[src/rtl/fire6_squeeze_weight_sched_pkg.sv]
// Shared types and layer constants for the fire6 squeeze weight sequencer.
package fire6_pkg;

  localparam int unsigned F6_SQ_NUM_CH = 384;
  localparam int unsigned F6_SQ_PIX    = 169;
  localparam int unsigned F6_SQ_ADDR   = 11;
  localparam int unsigned F6_SQ_LANES  = 64;

  typedef enum logic [1:0] {
    IDLE = 2'd0,
    FILL = 2'd1,
    RUN  = 2'd2,
    DONE = 2'd3
  } state_t;

endpackage

[src/rtl/fire6_squeeze_weight_sched_if.sv]
// Weight bus between the sequencer, the shared-address ROM bank and the MAC array.
interface fire6_squeeze_weight_sched_if #(
  parameter int unsigned ADDR = fire6_pkg::F6_SQ_ADDR
) ();

  logic [ADDR-1:0] rom_address;
  logic            w_valid;
  logic            w_first;
  logic            w_last;
  logic [15:0]     pix_idx;
  logic            mac_ready;

  modport master (
    output rom_address,
    output w_valid,
    output w_first,
    output w_last,
    output pix_idx,
    input  mac_ready
  );

  modport slave (
    input  rom_address,
    input  w_valid,
    input  w_first,
    input  w_last,
    input  pix_idx,
    output mac_ready
  );

endinterface

[src/rtl/fire6_squeeze_weight_sched_nested_cnt.sv]
// Nested channel/pixel counter: inner wraps at INNER and carries into outer.
module wsched_nested_cnt #(
  parameter int unsigned INNER = 384,
  parameter int unsigned OUTER = 169,
  parameter int unsigned OW    = 16
) (
  input  logic          clk,
  input  logic          rst_n,
  input  logic          i_inc,
  input  logic          i_clr,
  output logic [OW-1:0] o_outer,
  output logic          o_first,
  output logic          o_last,
  output logic          o_final
);

  localparam int unsigned IW = $clog2(INNER + 1);
  localparam logic [IW-1:0] INNER_LAST = IW'(INNER - 1);
  localparam logic [OW-1:0] OUTER_LAST = OW'(OUTER - 1);

  logic [IW-1:0] r_inner;
  logic [OW-1:0] r_outer;
  logic          w_last;

  assign w_last = (r_inner == INNER_LAST);

  always_ff @(posedge clk or negedge rst_n) begin
    if (!rst_n) begin
      r_inner <= '0;
      r_outer <= '0;
    end else if (i_clr) begin
      r_inner <= '0;
      r_outer <= '0;
    end else if (i_inc) begin
      if (w_last) begin
        r_inner <= '0;
        r_outer <= r_outer + OW'(1);
      end else begin
        r_inner <= r_inner + IW'(1);
      end
    end
  end

  assign o_outer = r_outer;
  assign o_first = (r_inner == '0);
  assign o_last  = w_last;
  assign o_final = w_last & (r_outer == OUTER_LAST);

endmodule

[src/rtl/fire6_squeeze_weight_sched.sv]
// Fire6 squeeze weight sequencer: walks the channel range once per pixel and
// aligns valid/first/last/pix_idx with the 1-cycle registered ROM read.
module fire6_squeeze_weight_sched
  import fire6_pkg::*;
#(
  parameter int unsigned ADDR    = F6_SQ_ADDR,
  parameter int unsigned NUM_CH  = F6_SQ_NUM_CH,
  parameter int unsigned PIX_CNT = F6_SQ_PIX,
  parameter int unsigned BASE    = 0
) (
  input  logic                          clk,
  input  logic                          rst_n,
  input  logic                          start,
  input  logic                          abort,
  fire6_squeeze_weight_sched_if.master  wb,
  output logic                          busy,
  output logic                          done
);

  localparam logic [ADDR-1:0] BASE_A = ADDR'(BASE);

  state_t          r_state;
  logic            r_w_valid;
  logic            r_busy;
  logic            r_done;
  logic [ADDR-1:0] r_cur_addr;

  logic            w_accept;
  logic            w_cnt_clr;
  logic            w_first;
  logic            w_last;
  logic            w_final;
  logic [15:0]     w_pix;
  logic [ADDR-1:0] w_next_addr;
  logic [ADDR-1:0] w_rom_address;

  assign w_accept  = r_w_valid & wb.mac_ready;
  assign w_cnt_clr = abort | (r_state == IDLE) | (w_accept & w_final);

  wsched_nested_cnt #(
    .INNER (NUM_CH),
    .OUTER (PIX_CNT),
    .OW    (16)
  ) u_cnt (
    .clk     (clk),
    .rst_n   (rst_n),
    .i_inc   (w_accept),
    .i_clr   (w_cnt_clr),
    .o_outer (w_pix),
    .o_first (w_first),
    .o_last  (w_last),
    .o_final (w_final)
  );

  // Under stall the ROM re-reads the presented address so its output holds.
  always_comb begin
    w_next_addr   = w_last ? BASE_A : (r_cur_addr + ADDR'(1));
    w_rom_address = BASE_A;
    if (r_state == RUN) begin
      w_rom_address = w_accept ? w_next_addr : r_cur_addr;
    end
  end

  always_ff @(posedge clk or negedge rst_n) begin
    if (!rst_n) begin
      r_cur_addr <= BASE_A;
    end else begin
      r_cur_addr <= w_rom_address;
    end
  end

  always_ff @(posedge clk or negedge rst_n) begin
    if (!rst_n) begin
      r_state   <= IDLE;
      r_w_valid <= 1'b0;
      r_busy    <= 1'b0;
      r_done    <= 1'b0;
    end else if (abort) begin
      r_state   <= IDLE;
      r_w_valid <= 1'b0;
      r_busy    <= 1'b0;
      r_done    <= 1'b0;
    end else begin
      case (r_state)
        IDLE: begin
          if (start) begin
            r_state <= FILL;
            r_busy  <= 1'b1;
          end
        end
        FILL: begin
          r_state   <= RUN;
          r_w_valid <= 1'b1;
        end
        RUN: begin
          if (w_accept && w_final) begin
            r_state   <= DONE;
            r_w_valid <= 1'b0;
            r_done    <= 1'b1;
          end
        end
        DONE: begin
          r_state <= IDLE;
          r_busy  <= 1'b0;
          r_done  <= 1'b0;
        end
        default: begin
          r_state   <= IDLE;
          r_w_valid <= 1'b0;
          r_busy    <= 1'b0;
          r_done    <= 1'b0;
        end
      endcase
    end
  end

  assign wb.rom_address = w_rom_address;
  assign wb.w_valid     = r_w_valid;
  assign wb.w_first     = r_w_valid & w_first;
  assign wb.w_last      = r_w_valid & w_last;
  assign wb.pix_idx     = r_w_valid ? w_pix : '0;
  assign busy           = r_busy;
  assign done           = r_done;

endmodule

[src/flat_wrapper.sv]
// flat-port wrapper written by rule: the top's interface ports become plain ports
module fire6_squeeze_weight_sched_flat import fire6_pkg::*;
#(
  parameter int unsigned ADDR    = F6_SQ_ADDR,
  parameter int unsigned NUM_CH  = F6_SQ_NUM_CH,
  parameter int unsigned PIX_CNT = F6_SQ_PIX,
  parameter int unsigned BASE    = 0
)
  (clk, rst_n, start, abort, busy, done, wb_rom_address, wb_w_valid, wb_w_first, wb_w_last, wb_pix_idx, wb_mac_ready);
  fire6_squeeze_weight_sched_if #(.ADDR(ADDR)) wb_i ();
  input  logic clk;
  input  logic rst_n;
  input  logic start;
  input  logic abort;
  output logic busy;
  output logic done;
  output wire logic [$bits(wb_i.rom_address)-1:0] wb_rom_address;
  output wire logic [$bits(wb_i.w_valid)-1:0] wb_w_valid;
  output wire logic [$bits(wb_i.w_first)-1:0] wb_w_first;
  output wire logic [$bits(wb_i.w_last)-1:0] wb_w_last;
  output wire logic [$bits(wb_i.pix_idx)-1:0] wb_pix_idx;
  input wire logic [$bits(wb_i.mac_ready)-1:0] wb_mac_ready;
  assign wb_rom_address = wb_i.rom_address;
  assign wb_w_valid = wb_i.w_valid;
  assign wb_w_first = wb_i.w_first;
  assign wb_w_last = wb_i.w_last;
  assign wb_pix_idx = wb_i.pix_idx;
  assign wb_i.mac_ready = wb_mac_ready;
  fire6_squeeze_weight_sched #(.ADDR(ADDR), .NUM_CH(NUM_CH), .PIX_CNT(PIX_CNT), .BASE(BASE)) u_core (.clk(clk), .rst_n(rst_n), .start(start), .abort(abort), .wb(wb_i), .busy(busy), .done(done));
endmodule
[config.mk]
export PLATFORM = sky130hd
export DESIGN_NAME = fire6_squeeze_weight_sched_flat
export DESIGN_NICKNAME = d
export VERILOG_FILES = /design/src/rtl/fire6_squeeze_weight_sched_pkg.sv /design/src/rtl/fire6_squeeze_weight_sched_if.sv /design/src/rtl/fire6_squeeze_weight_sched_nested_cnt.sv /design/src/rtl/fire6_squeeze_weight_sched.sv /design/src/flat_wrapper.sv
export SDC_FILE = /design/constraint.sdc
export NUM_CORES = 1
export LEC_CHECK = 0
export CAP_MARGIN = 20
export CORE_ASPECT_RATIO = 1.4
export CORE_MARGIN = 2
export CORE_UTILIZATION = 40
export CTS_CLUSTER_SIZE = 8
export DETAILED_ROUTE_END_ITERATION = 10
export PLACE_DENSITY = 0.74
export SYNTH_ARGS = -nofsm -noshare
export SYNTH_HDL_FRONTEND = slang
export SYNTH_SLANG_ARGS = --single-unit
[constraint.sdc]
create_clock -name clk -period 2 [get_ports clk]
set_clock_uncertainty 0.15 [all_clocks]
set_input_delay 0.4 -clock clk [delete_from_list [all_inputs] [get_ports clk]]
set_output_delay 0.4 -clock clk [all_outputs]
set_load 0.01 [all_outputs]
==> flow_summary.ini, run 1 <==
[cells_and_area]
antenna_cells_inserted = 0
final_net_count = 406
layout-drive-gt1-share_pct = 39.0
fill_cells = 458
most-common-layout-cells = 72 x sky130_fd_sc_hd__buf_4, 40 x sky130_fd_sc_hd__dfrtp_1, 25 x sky130_fd_sc_hd__nor2_1, 19 x sky130_fd_sc_hd__nand2_1
area_growth_syn_to_layout_pct = 56.0
finish.cell_count_without_fillers = 462
postLayoutCellArea_um2 = 3830
seqCellArea_um2 = 1030
multi_input_area_um2 = 1600
layout_commonest_cell = sky130_fd_sc_hd__buf_4

[sta]
slew_headroom_pct = 63.5
maxSlewViolCount = 0
fmax_mhz = 444
period_minus_slack_ns = 2.25
final_min_period_over_clock_period_pct = 113
tightestPinTransition_ns = 0.547
setup_viol = 13
grt_setup_unrepaired = yes
timing.setup.tns_ns = -2.23
setup_slack_ns = -0.254
timing.final.hold_violations = 0

[synth]
synth_top_area_cell = sky130_fd_sc_hd__dfrtp_1
synth.net_count = 294
synth_largest_type_area_fraction_pct = 41.8
count_of_state_elements_after_synthesis = 41
synthArstFlopShare_pct = 100
synth_sequential_area_ratio_pct = 41.8
postSynth.topFlopCell = sky130_fd_sc_hd__dfrtp_1
yosysUniqueCellTypes = 41
yosys-top-cells-area = sky130_fd_sc_hd__dfrtp_1 42%, sky130_fd_sc_hd__nor2_1 5.4%, sky130_fd_sc_hd__ha_1 5.1%
syn-cell-area_um2 = 2450
count_of_mapped_cells_out_of_synthesis = 279
avgSynthCellArea_um2 = 8.80
yosys_warnings = 0
synth_edf_count = 0

[worst_setup_path]
critical_path.startpoint = u_core.r_cur_addr[0]
slowest_delay_ns = 0.37
worst-path-max-fanout = 2
setup.worst_path.start_class = flip-flop
critPathArrivalTime_ns = 1.70
reg2reg_setup_slack_ns = -0.02
setup.worst_path.end_class = primary output
timing.setup.critical_path_class = flip-flop to primary output
timing.critical_path.mode_cell = sky130_fd_sc_hd__nor2_2
library_cell_contributing_the_largest_single_delay_on_the_critical_path = sky130_fd_sc_hd__dfrtp_1
path_buf_inv = 1
crit_path_cell_trace = ha_2 -> nand4_1 -> nor2_2 -> nand3_1 -> xor2_1 -> nor2_2 -> buf_2
worst_ep_required_time_ns = 1.45
critical-path-top-delay-family = simple AND/OR/NAND/NOR gates
worstReg2RegStart = u_core.u_cnt.r_inner[7]

[die]
row_count = 33
die-width_um = 70.2
die_area_um2 = 6790
placeable_core_region_um2 = 5900
io_pins = 37
die_height_um = 96.7
start_util_pct = 41.6

[outcome]
failed_checks = setup timing
outcome = finished with violations

[global_route]
grt_antenna_before_repair = 0
gr_overflow_total = 0
grt_usage_pct = 20.6
grt_pass1_wl_mm = 11.4
grt_start_max_net_pins = 42
via_count_of_the_first_global_routing_pass = 2550

[routing]
finalWirelength_mm = 7.23
ant_nets = 0
routedWlPerCell_um = 15.6
initialDrtViolationCount = 189
drt_pre_antenna_iters = 4
route.vias.total = 2558
drt-vias-per-instance = 5.54
drc = 0

[clock_tree]
cts-buffers-inserted = 5
clock-root-buffer = sky130_fd_sc_hd__clkbuf_8
cts_h_tree_depth = 2
ctsLongestPathBuffers = 2
path_clk_slew_ns = 0.08
cts.sink_count = 41
cts_tree = done
clk_latency_ns = 0.30
cts.hold.buffers_added = 0

[placed_design]
gp_congestion = 0.849
dpl.cell_count = 435
detailed_place.area_um2 = 3310
placement.io_buffers = 36
hpwlAfterDp_mm = 4.54
placement.setup.worst_slack_ns = -0.835

[power]
finalPower_mw = 2.22
max-vdd-ir-drop_uv = 450
powerDensity_nw_per_um2 = 578
power.leakage_nw = 1.71

[flow_run]
drv.max_cap_violation_count = 0

[hold_path]
worstHoldPathType = primary input to async pin
-- power breakdown --
group	internal, mW	leakage (nW)	switching (mW)
Clock	0.242	0.0450	0.298
Sequential	0.861	0.568	0.0219
Combinational	0.375	1.10	0.417
Total	1.48	1.71	0.737
-- flip-flops by register name, summed over array words and instances, names as in the netlist --
register              count
u_core.busy               1
u_core.r_state            2
u_core.wb.w_valid         1
u_core.done               1
u_core.u_cnt.r_inner      9
u_core.u_cnt.o_outer     16
u_core.r_cur_addr        11
-- logic make-up (layout without fill, tap and decap cells) --
family	count (synthesis)	in the layout	share of synthesized area, %
AOI/OAI and AO/OA	46	46	11.0
xor gates and xnor gates	16	16	5.71
adders and majority gates	10	10	5.10
buffers and inverters	22	135	3.92
DFF	41	41	41.8
muxes	1	1	0.408
and+or+nand+nor	143	143	32.1
-- metrics by stage --
stage / hold slack (ns) / utilization (%)
after floorplan: -0.0456 / -
after global placement: 0.346 / 56.1
after detailed placement: 0.352 / 56.1
after CTS: 0.0281 / 60.4
after global routing: 0.0481 / 64.9
final: 0.000555 / 64.9
-- routing by layer --
metal | wire length, µm | global-route usage, % | up-vias
li1 | - | - | 1199
met1 | 2910 | 24.6 | 1267
met2 | 3850 | 36.9 | 75
met3 | 257 | 3.13 | 17
met4 | 206 | 7.25 | 0
met5 | 0 | 0 | -
-- cell usage after synthesis, types with 6 or more instances --
| cell | n |
|---|---|
| sky130_fd_sc_hd__a21oi_1 | 20 |
| sky130_fd_sc_hd__and2_1 | 17 |
| sky130_fd_sc_hd__clkbuf_1 | 7 |
| sky130_fd_sc_hd__dfrtp_1 | 41 |
| sky130_fd_sc_hd__ha_1 | 10 |
| sky130_fd_sc_hd__inv_1 | 9 |
| sky130_fd_sc_hd__nand2_1 | 20 |
| sky130_fd_sc_hd__nand3_1 | 9 |
| sky130_fd_sc_hd__nand4_1 | 9 |
| sky130_fd_sc_hd__nor2_1 | 35 |
| sky130_fd_sc_hd__nor3_1 | 9 |
| sky130_fd_sc_hd__nor4_1 | 6 |
| sky130_fd_sc_hd__o21ai_0 | 15 |
| sky130_fd_sc_hd__or3_1 | 6 |
| sky130_fd_sc_hd__xnor2_1 | 6 |
| sky130_fd_sc_hd__xor2_1 | 10 |
-- final timing paths --
| kind | end | cells past startpoint |
|---|---|---|
| min in group clk | u_core.busy | 2 |
| hold reg to reg | u_core.busy | 2 |
| max in group asynchronous | u_core.wb.w_valid | 2 |
| hold / removal | u_core.u_cnt.o_outer[1] | 2 |
| setup reg to reg | u_core.u_cnt.o_outer[6] | 7 |
| setup / recovery | wb_rom_address[8] | 7 |
-- cell type report --
| class | count | area share [%] |
|---|---|---|
| inverters | 9 | 0.882 |
| clock buffers | 6 | 1.89 |
| multi-input cells | 216 | 41.8 |
| flip-flops and latches | 41 | 26.8 |
| well taps | 70 | 2.29 |
| clock inverters | 2 | 0.261 |
| repair buffers | 118 | 26.1 |
-- what timing repair did --
item | CTS | global route
hold endpoints to repair | 0 | 0
cloned | 1 | 1
gates resized for setup | 114 | 50
pin swaps | 18 | 20
buffers inserted | 8 | 11
endpoints found under the setup margin | 44 | 37
Power figures use the tool's default switching activity.
==> inputs of run 2 (changes only) <==
- CORE_MARGIN: 2 -> 1.5
- SETUP_SLACK_MARGIN: unset -> 0.02
==> flow_summary.ini, run 2 (synthesized netlist as in run 1, its figures left out) <==
[routing]
drt_pre_antenna_iters = 8
initialDrtViolationCount = 343
finalWirelength_mm = 8.50
drt-vias-per-instance = 5.80
drc = 0
ant_nets = 0
route.vias.total = 2719
routedWlPerCell_um = 18.1

[sta]
maxSlewViolCount = 0
setup_slack_ns = -0.411
tightestPinTransition_ns = 0.559
timing.final.hold_violations = 0
fmax_mhz = 415
final_min_period_over_clock_period_pct = 121
period_minus_slack_ns = 2.41
grt_setup_unrepaired = yes
setup_viol = 24
slew_headroom_pct = 62.7

[cells_and_area]
multi_input_area_um2 = 1670
postLayoutCellArea_um2 = 4080
area_growth_syn_to_layout_pct = 66.3
final_net_count = 414
finish.utilization_pct = 69.1
fill_cells = 408
antenna_cells_inserted = 0
seqCellArea_um2 = 1030
largest_register_ff_count = 16
most-common-layout-cells = 71 x sky130_fd_sc_hd__buf_4, 41 x sky130_fd_sc_hd__dfrtp_1, 25 x sky130_fd_sc_hd__nor2_1, 25 x sky130_fd_sc_hd__buf_6, 19 x sky130_fd_sc_hd__nand2_1
layout-drive-gt1-share_pct = 42.9
layout_commonest_cell = sky130_fd_sc_hd__buf_4

[placed_design]
placement.io_buffers = 36
detailed_place.area_um2 = 3360
gp_congestion = 0.891
hpwlAfterDp_mm = 4.61

[global_route]
grt_start_max_net_pins = 42
gr_overflow_total = 0
grt_usage_pct = 21.5
grt_pass1_wl_mm = 11.4
grt_antenna_before_repair = 0
via_count_of_the_first_global_routing_pass = 2522

[worst_setup_path]
worstReg2RegStart = u_core.u_cnt.r_inner[1]
worst_r2r_endpoint = u_core.u_cnt.o_outer[3]
worst-r2r-cell-count = 10
setup.worst_path.end_class = primary output
critical_path.endpoint = wb_rom_address[7]
reg2reg_setup_slack_ns = -0.17
setup.worst_path.start_class = flip-flop
timing.setup.critical_path_class = flip-flop to primary output
critical_path.startpoint = u_core.u_cnt.r_inner[1]
worst_ep_required_time_ns = 1.45
critPathArrivalTime_ns = 1.86
worst-path-max-fanout = 7

[clock_tree]
cts.hold.buffers_added = 0
cts_h_tree_depth = 2
cts-buffers-inserted = 5
path_clk_slew_ns = 0.08
cts_tree = done
ctsLongestPathBuffers = 2
cts.sink_count = 41
clk_latency_ns = 0.31
clock-root-buffer = sky130_fd_sc_hd__clkbuf_8

[power]
max-vdd-ir-drop_uv = 390
power.leakage_nw = 1.99
powerDensity_nw_per_um2 = 567

[flow_run]
drv.max_cap_violation_count = 0

[die]
die_height_um = 95.7
placeable_core_region_um2 = 5900
start_util_pct = 41.6
die-width_um = 69.2
row_count = 33
die_area_um2 = 6620
io_pins = 37

[outcome]
failed_checks = setup timing
outcome = finished with violations

[hold_path]
worstHoldPathType = primary input to async pin
==> run 2: how the worst min path moves through the flow <==
stage / endpoint / slack [ns] / cells past startpoint
after floorplan: u_core.busy / -0.05 / 0
after global placement: u_core.u_cnt.o_outer[15] / 0.35 / 2
after detailed placement: u_core.r_state[1] / 0.35 / 2
after CTS: u_core.u_cnt.r_inner[8] / 0.03 / 2
after global routing: u_core.u_cnt.r_inner[6] / 0.03 / 2
final: u_core.u_cnt.o_outer[0] / 0.007 / 2
==> run 2: final cells by class <==
type | instances | area share, %
multi-input cells | 216 | 40.9
flip-flops and latches | 41 | 25.1
clock buffers | 5 | 1.69
well taps | 70 | 2.15
repair buffers | 126 | 28.4
inverters | 9 | 0.827
clock inverters | 2 | 0.858
==> run 2: layer usage <==
| metal | share of wire (%) | GRT usage (%) | wire length, µm |
|---|---|---|---|
| met4 | 4.4 | 11.1 | 374 |
| met1 | 37 | 24.7 | 3110 |
| met3 | 5.8 | 4.61 | 495 |
| met5 | 0 | 0 | 0 |
| met2 | 53 | 37.8 | 4520 |
==> run 2: repair_timing <==
action,CTS,global route
endpoints found under the setup margin,40,51
cloned,0,0
pin swaps,20,32
buffers inserted,17,12
endpoints found under the hold margin,0,0
gates resized for setup,81,90
==> run 2: stage by stage <==
step | setup slack [ns] | setup TNS, ns | instances | total power [mW] | hold WS (ns)
2_1_floorplan | 0.0131 | 0 | 279 | 1.22 | -0.0456
3_3_place_gp | -0.830 | -13.65 | 436 | 1.46 | 0.347
3_5_place_dp | -0.870 | -14.52 | 436 | 1.48 | 0.354
4_1_cts | -0.303 | -5.39 | 458 | 2.18 | 0.0280
5_1_grt | -0.502 | -8.21 | 469 | 2.43 | 0.0305
6_report | -0.411 | -5.52 | 469 | 2.32 | 0.00664
==> run 2: critical path, stage by stage (launching register included) <==
cell and delay (ns):
sky130_fd_sc_hd__dfrtp_1 0.39, sky130_fd_sc_hd__ha_2 0.21, sky130_fd_sc_hd__and4b_1 0.22, sky130_fd_sc_hd__nand3_2 0.11
sky130_fd_sc_hd__nand2_2 0.10, sky130_fd_sc_hd__buf_8 0.16, sky130_fd_sc_hd__buf_4 0.14, sky130_fd_sc_hd__nor2_4 0.11
sky130_fd_sc_hd__buf_6 0.11
==> run 2: power by group <==
group	internal (mW)	switching [mW]	leakage, nW
clock	0.363	0.310	0.0540
combinational	0.349	0.412	1.37
sequential	0.860	0.0232	0.569
total	1.57	0.745	1.99
